File: config.mk
export PLATFORM = sky130hd
export DESIGN_NAME = kal_out_decimator_flat
export DESIGN_NICKNAME = d
export VERILOG_FILES = /design/src/rtl/kal_out_decimator_if.sv /design/src/rtl/kal_out_decimator.sv /design/src/flat_wrapper.sv
export SDC_FILE = /design/constraint.sdc
export NUM_CORES = 1
export LEC_CHECK = 0
export ABC_AREA = 1
export CORE_MARGIN = 2
export CORE_UTILIZATION = 55
export CTS_BUF_LIST = sky130_fd_sc_hd__clkbuf_8
export DETAILED_ROUTE_END_ITERATION = 6
export HOLD_SLACK_MARGIN = 0.03
export PLACE_DENSITY_LB_ADDON = 0.05
export SLEW_MARGIN = 10
export SYNTH_ARGS = -nofsm -noshare
export SYNTH_HDL_FRONTEND = slang
export SYNTH_SLANG_ARGS = --single-unit
File: constraint.sdc
create_clock -name i_clk -period 4.3 [get_ports i_clk]
set_clock_uncertainty 0.1 [all_clocks]
set_input_delay 0.86 -clock i_clk [delete_from_list [all_inputs] [get_ports i_clk]]
set_output_delay 0.86 -clock i_clk [all_outputs]
set_load 0.005 [all_outputs]
File: src/rtl/kal_out_decimator_if.sv
// rtl/kal_out_decimator_if.sv - sample input and decimated output bundle for kal_out_decimator
interface kal_out_decimator_if;
    logic signed [31:0] i_x;
    logic signed [31:0] i_p;
    logic [3:0]         i_dec_log2;
    logic               i_sync;
    logic               i_ready;
    logic               i_ovf_clr;
    logic signed [31:0] o_data;
    logic [31:0]        o_pmax;
    logic               o_valid;
    logic               o_ovf;

    modport slave (
        input  i_x, i_p, i_dec_log2, i_sync, i_ready, i_ovf_clr,
        output o_data, o_pmax, o_valid, o_ovf
    );

    modport master (
        output i_x, i_p, i_dec_log2, i_sync, i_ready, i_ovf_clr,
        input  o_data, o_pmax, o_valid, o_ovf
    );
endinterface

File: src/rtl/kal_out_decimator.sv
// rtl/kal_out_decimator.sv - post-Kalman boxcar decimator with settle skip and single-entry output buffer
module kal_out_decimator #(
    parameter int SETTLE   = 20,
    parameter int MAX_LOG2 = 10
) (
    input  logic               i_clk,
    input  logic               i_rst_n,
    kal_out_decimator_if.slave bus
);
    localparam int AW = 32 + MAX_LOG2;
    localparam int SW = $clog2(SETTLE + 1);
    localparam int CW = MAX_LOG2 + 1;

    typedef enum logic {ST_SETTLE, ST_ACCUM} state_t;

    state_t                state, state_nx;
    logic [SW-1:0]         settle_cnt, settle_cnt_nx;
    logic signed [AW-1:0]  acc, acc_nx, acc_final, x_ext;
    logic [31:0]           pmax, pmax_nx, pmax_final, p_clamp;
    logic [CW-1:0]         cnt, cnt_nx, cnt_last;
    logic [3:0]            n_reg, n_reg_nx, n_now, n_use;
    logic                  win_start, win_end, load;
    logic signed [31:0]    result;
    logic signed [31:0]    data_q, data_nx;
    logic [31:0]           pmax_q, pmax_q_nx;
    logic                  valid_q, valid_nx, ovf_q, ovf_nx;

    always_ff @(posedge i_clk or negedge i_rst_n) begin
        if (!i_rst_n) begin
            state      <= ST_SETTLE;
            settle_cnt <= SW'(SETTLE);
            acc        <= '0;
            pmax       <= '0;
            cnt        <= '0;
            n_reg      <= '0;
            data_q     <= '0;
            pmax_q     <= '0;
            valid_q    <= 1'b0;
            ovf_q      <= 1'b0;
        end else begin
            state      <= state_nx;
            settle_cnt <= settle_cnt_nx;
            acc        <= acc_nx;
            pmax       <= pmax_nx;
            cnt        <= cnt_nx;
            n_reg      <= n_reg_nx;
            data_q     <= data_nx;
            pmax_q     <= pmax_q_nx;
            valid_q    <= valid_nx;
            ovf_q      <= ovf_nx;
        end
    end

    // cnt == 0 marks a window start; the exponent is taken live there and latched for the rest
    always_comb begin
        p_clamp    = bus.i_p[31] ? 32'd0 : bus.i_p;
        n_now      = (bus.i_dec_log2 > 4'(MAX_LOG2)) ? 4'(MAX_LOG2) : bus.i_dec_log2;
        win_start  = (cnt == '0);
        n_use      = win_start ? n_now : n_reg;
        x_ext      = {{(AW-32){bus.i_x[31]}}, bus.i_x};
        acc_final  = win_start ? x_ext : acc + x_ext;
        pmax_final = (win_start || (p_clamp > pmax)) ? p_clamp : pmax;
        cnt_last   = CW'((32'd1 << n_reg) - 32'd1);
        win_end    = win_start ? (n_now == 4'd0) : (cnt == cnt_last);
        result     = 32'(acc_final >>> n_use);
    end

    always_comb begin
        state_nx      = state;
        settle_cnt_nx = settle_cnt;
        acc_nx        = acc;
        pmax_nx       = pmax;
        cnt_nx        = cnt;
        n_reg_nx      = n_reg;
        load          = 1'b0;
        case (state)
            ST_SETTLE: begin
                settle_cnt_nx = settle_cnt - SW'(1);
                if (settle_cnt == SW'(1)) state_nx = ST_ACCUM;
            end
            ST_ACCUM: begin
                if (bus.i_sync) begin
                    cnt_nx = '0;
                end else begin
                    acc_nx  = acc_final;
                    pmax_nx = pmax_final;
                    if (win_end) begin
                        load   = 1'b1;
                        cnt_nx = '0;
                    end else begin
                        cnt_nx = cnt + CW'(1);
                        if (win_start) n_reg_nx = n_now;
                    end
                end
            end
            default: state_nx = ST_SETTLE;
        endcase
    end

    // A load into an unconsumed buffer flags overflow; a set outranks a same-cycle clear
    always_comb begin
        data_nx   = load ? result : data_q;
        pmax_q_nx = load ? pmax_final : pmax_q;
        valid_nx  = load ? 1'b1 : ((valid_q && bus.i_ready) ? 1'b0 : valid_q);
        ovf_nx    = (load && valid_q && !bus.i_ready) ? 1'b1 : (bus.i_ovf_clr ? 1'b0 : ovf_q);
    end

    assign bus.o_data  = data_q;
    assign bus.o_pmax  = pmax_q;
    assign bus.o_valid = valid_q;
    assign bus.o_ovf   = ovf_q;
endmodule

File: src/flat_wrapper.sv
// flat-port wrapper written by rule: the top's interface ports become plain ports
module kal_out_decimator_flat 
#(
    parameter int SETTLE   = 20,
    parameter int MAX_LOG2 = 10
)
  (i_clk, i_rst_n, bus_i_x, bus_i_p, bus_i_dec_log2, bus_i_sync, bus_i_ready, bus_i_ovf_clr, bus_o_data, bus_o_pmax, bus_o_valid, bus_o_ovf);
  kal_out_decimator_if bus_i ();
  input  logic i_clk;
  input  logic i_rst_n;
  input wire logic [$bits(bus_i.i_x)-1:0] bus_i_x;
  input wire logic [$bits(bus_i.i_p)-1:0] bus_i_p;
  input wire logic [$bits(bus_i.i_dec_log2)-1:0] bus_i_dec_log2;
  input wire logic [$bits(bus_i.i_sync)-1:0] bus_i_sync;
  input wire logic [$bits(bus_i.i_ready)-1:0] bus_i_ready;
  input wire logic [$bits(bus_i.i_ovf_clr)-1:0] bus_i_ovf_clr;
  output wire logic [$bits(bus_i.o_data)-1:0] bus_o_data;
  output wire logic [$bits(bus_i.o_pmax)-1:0] bus_o_pmax;
  output wire logic [$bits(bus_i.o_valid)-1:0] bus_o_valid;
  output wire logic [$bits(bus_i.o_ovf)-1:0] bus_o_ovf;
  assign bus_i.i_x = bus_i_x;
  assign bus_i.i_p = bus_i_p;
  assign bus_i.i_dec_log2 = bus_i_dec_log2;
  assign bus_i.i_sync = bus_i_sync;
  assign bus_i.i_ready = bus_i_ready;
  assign bus_i.i_ovf_clr = bus_i_ovf_clr;
  assign bus_o_data = bus_i.o_data;
  assign bus_o_pmax = bus_i.o_pmax;
  assign bus_o_valid = bus_i.o_valid;
  assign bus_o_ovf = bus_i.o_ovf;
  kal_out_decimator #(.SETTLE(SETTLE), .MAX_LOG2(MAX_LOG2)) u_core (.i_clk(i_clk), .i_rst_n(i_rst_n), .bus(bus_i));
endmodule
==> results of run 1 <==
## how the worst min path moves through the flow
stage	end	slack (ns)	depth (start not counted)
after floorplan	u_core.settle_cnt[1]	0.35	2
after global placement	u_core.bus.o_data[14]	0.36	2
after detailed placement	u_core.bus.o_pmax[21]	0.37	2
after CTS	u_core.cnt[1]	0.27	1
after global routing	u_core.cnt[1]	0.28	1
final	u_core.cnt[5]	0.26	1
## area by class of cell
type,instances,area (um2)
repair buffers,162,1590
fillers,2358,8690
flip-flops and latches,161,4030
well taps,324,405
inverters,287,1080
clock inverters,14,163
multi-input cells,1578,7900
clock buffers,18,248
## critical path, delay by kind of cell
| family | cells | cell delay [ns] |
|---|---|---|
| AOI/OAI and AO/OA | 2 | 0.29 |
| adders and majority gates | 2 | 0.69 |
| buffers and inverters | 1 | 0.42 |
| and+or+nand+nor | 12 | 1.74 |
## cell usage after synthesis, drive strengths merged
master  instances
mux2i           2
and2            3
xor2           30
o221ai          1
inv           286
o211ai          1
dfstp           2
o21ai         160
a21boi          1
o21bai          7
a211oi          1
o32ai           1
fa              1
buf            31
nand4          17
nand3         305
o31ai           1
dfrtp         159
a31oi          21
nor3b           1
nand3b          3
nand2         631
ha             77
xnor2          13
clkinv          1
nor2          185
a21oi          70
or2            19
nor4            3
nor3           14
o21a            1
o22ai           9
clkbuf         49
## cells by family (layout without fill, tap and decap cells)
logic type,Yosys count,after routing
AO/OA/AOI/OAI,274,274
XOR/XNOR,43,43
adder cells (fa/ha/maj),78,78
buffers and inverters,367,481
flip-flops,161,161
multiplexers,2,2
AND/OR/NAND/NOR,1181,1181
## stage by stage
stage | hold slack (ns) | power [mW] | util, % | worst slack [ns] | instance area, um2
CTS | 0.269 | 7.67 | 63.9 | 0.646 | 15400
floorplan | 0.350 | 5.14 | - | 0.833 | 13400
global route | 0.278 | 8.41 | 63.9 | 0.341 | 15400
global placement | 0.364 | 6.41 | 62.2 | 0.182 | 15000
finish | 0.263 | 7.73 | 63.9 | 0.534 | 15400
detailed placement | 0.370 | 6.46 | 62.2 | 0.168 | 15000
## layer usage
metal,GRT usage [%],vias to the layer above
met5,0,-
met4,8.56,0
met3,5.53,75
met2,51.0,545
met1,47.1,6513
li1,-,6979
## layout by cell type (no fill, tap or decap), types with 7 or more instances in the layout
cell type	instances
nand2_1	628
nand3_1	305
inv_1	280
nor2_1	179
dfrtp_1	159
clkdlybuf4s50_1	137
o21ai_0	119
ha_1	77
a21oi_1	70
o21ai_1	39
xor2_1	30
buf_4	22
a31oi_1	20
clkbuf_8	18
or2_2	17
nand4_1	15
xnor2_1	13
nor3_1	13
o22ai_1	8
o21bai_1	7
## power by group through the flow
stage / logic [mW] / registers, mW / clock network (mW)
floorplan: 3.10 / 2.04 / 0
global placement: 4.31 / 2.10 / 0
detailed placement: 4.36 / 2.10 / 0
CTS: 4.39 / 2.08 / 1.21
global route: 5.02 / 2.12 / 1.27
finish: 4.46 / 2.09 / 1.18
==> results.sh, run 1 <==
export IMPL_clk_pin_slew_ns=0.12
export IMPL_wl_met2_um=18400
export IMPL_die_h_um=160
export IMPL_routed_via_density=5.55
export IMPL_synth_area_leaders="dfrtp_1, nand2_1, nand3_1"
export IMPL_r2r_slack_ns=0.68
export IMPL_wl_met1_um=18900
export IMPL_synth_compound_gate_area_share_pct=10.9
export IMPL_largest_reg_flops=42
export IMPL_grt_ovfl_total=0
export IMPL_pin_count=139
export IMPL_antenna_found_initial=0
export IMPL_cts_tree="yes"
export IMPL_fmaxAchievable_mhz=266
export IMPL_initial_core_util_pct=55.4
export IMPL_worst_pin_slew_ns=0.965
export IMPL_power_switching_mw=3.85
export IMPL_ant_nets=0
export IMPL_p_leak_nw=8.00
export IMPL_required_ns=4.55
export IMPL_synth_xor_area_share_pct=2.82
export IMPL_synth_mux_area_fraction_pct=0.150
export IMPL_cts_resized=0
export IMPL_largest_register="u_core.acc"
export IMPL_rsz0062_at_grt="false"
export IMPL_dr_pass1_iters=6
export IMPL_finalCritPeriodShare_pct=87.6
export IMPL_groute_usage_overall_pct=32.7
export IMPL_hold_viol_final=0
export IMPL_maxSlewHeadroom_pct=35.6
export IMPL_area_growth_synth_to_final_pct=15.4
export IMPL_grt_pass1_wl_um=67300
export IMPL_cts_buffers=17
export IMPL_p_clk_share_pct=15.3
export IMPL_fin_nets=2358
export IMPL_htree_levels=4
export IMPL_critPathArrivalTime_ns=4.02
export IMPL_synth_yosys_seq_area_share_pct=30.2
export IMPL_routed_wl_um=41800
export IMPL_slew_violations=0
export IMPL_synth_cell_area_um2=13400
export IMPL_p_per_area_nw_per_um2=502
export IMPL_avgSynthCellArea_um2=6.34
export IMPL_grt_pass1_vias=13300
export IMPL_crit_path_cell_trace="clkdlybuf4s50_1 > ha_1 > fa_1 > nand3_1 > nand3_1 > nand2_1 > nand2_1 > nand2_1 > nand2_1 > nand3_1 > nand3b_1 > nand3_1 > nand3_1 > nand3_1 > nand3_1 > a21oi_1 > o21ai_1"
export IMPL_gp_congestion=0.963
export IMPL_syn_instance_count=2106
export IMPL_startpoint="bus_i_x[0]"
export IMPL_route_met3_wl_um=3520
export IMPL_rr_startpoint="u_core.cnt[0]"
export IMPL_post_cts_buffers=0
export IMPL_synth_cell_types=45
export IMPL_core_area_um2=24100
export IMPL_setup_viol_count_final=0
export IMPL_crit_end="u_core.bus.o_data[19]"
export IMPL_yosysWarningCount=0
export IMPL_synthesis_nets=2257
export IMPL_clk_latency_ns=0.48
export IMPL_pwr_share_seq_pct=27.0
export IMPL_diodes=0
export IMPL_drive_above_1_share_pct=4.41
export IMPL_ys_seq_elements=161
export IMPL_fin_cells=2544
export IMPL_die_w_um=160
export IMPL_period_needed_ns=3.77
export IMPL_num_vias=14100
export IMPL_drc_errors=0
export IMPL_critical_path_class="primary input to flip-flop"
export IMPL_cpMostUsedCell="nand3_1"
export IMPL_grt_max_degree=70
export IMPL_peakVddDrop_v=0.000258
export IMPL_hold_buffers=0
export IMPL_ff2ff_path_depth=12
export IMPL_holdCritPathClass="primary input to async pin"
export IMPL_cts_buffer_depth=2
export IMPL_max_stage_delay_ns=0.42
export IMPL_end_kind="flip-flop"
export IMPL_yosys_area_share_adder_pct=7.37
export IMPL_timing_setup_tns_ns=0
export IMPL_synth_top_family_by_area="simple AND/OR/NAND/NOR gates"
export IMPL_crit_path_max_fanout=4
export IMPL_r2r_end="u_core.bus.o_pmax[25]"
export IMPL_top_layer="met4"
export IMPL_switching_share_pct=49.8
export IMPL_combPwrFrac_pct=57.7
export IMPL_yosysTopAreaCellShare_pct=29.8
export IMPL_dp_cells=2512
export IMPL_wl_per_cell_um=16.4
export IMPL_std_cell_rows=57
export IMPL_cp_slowest_cell="clkdlybuf4s50_1"
export IMPL_cts_root_buf="clkbuf_8"
export IMPL_crit_path_start_kind="primary input"
export IMPL_synth_simple_area_share_pct=37.7
export IMPL_cap_violations=0
export IMPL_internal_power_mw=3.88
export IMPL_hpwl_um=31500
export IMPL_synth_top_cell_by_area="dfrtp_1"
export IMPL_first_iter_violations=1290
export IMPL_portBuffers=138
export IMPL_design_die_area_um2=25500
export IMPL_cts_sinks=161
export IMPL_status="finished, final reports clean"
No activity file was read; power rests on OpenSTA's default activity.
==> inputs of run 2 (changes only) <==
- SKIP_LAST_GASP: default -> 1
==> results of run 2 <==
Same layout as run 1: the final DEF is identical, and so are final timing and power.
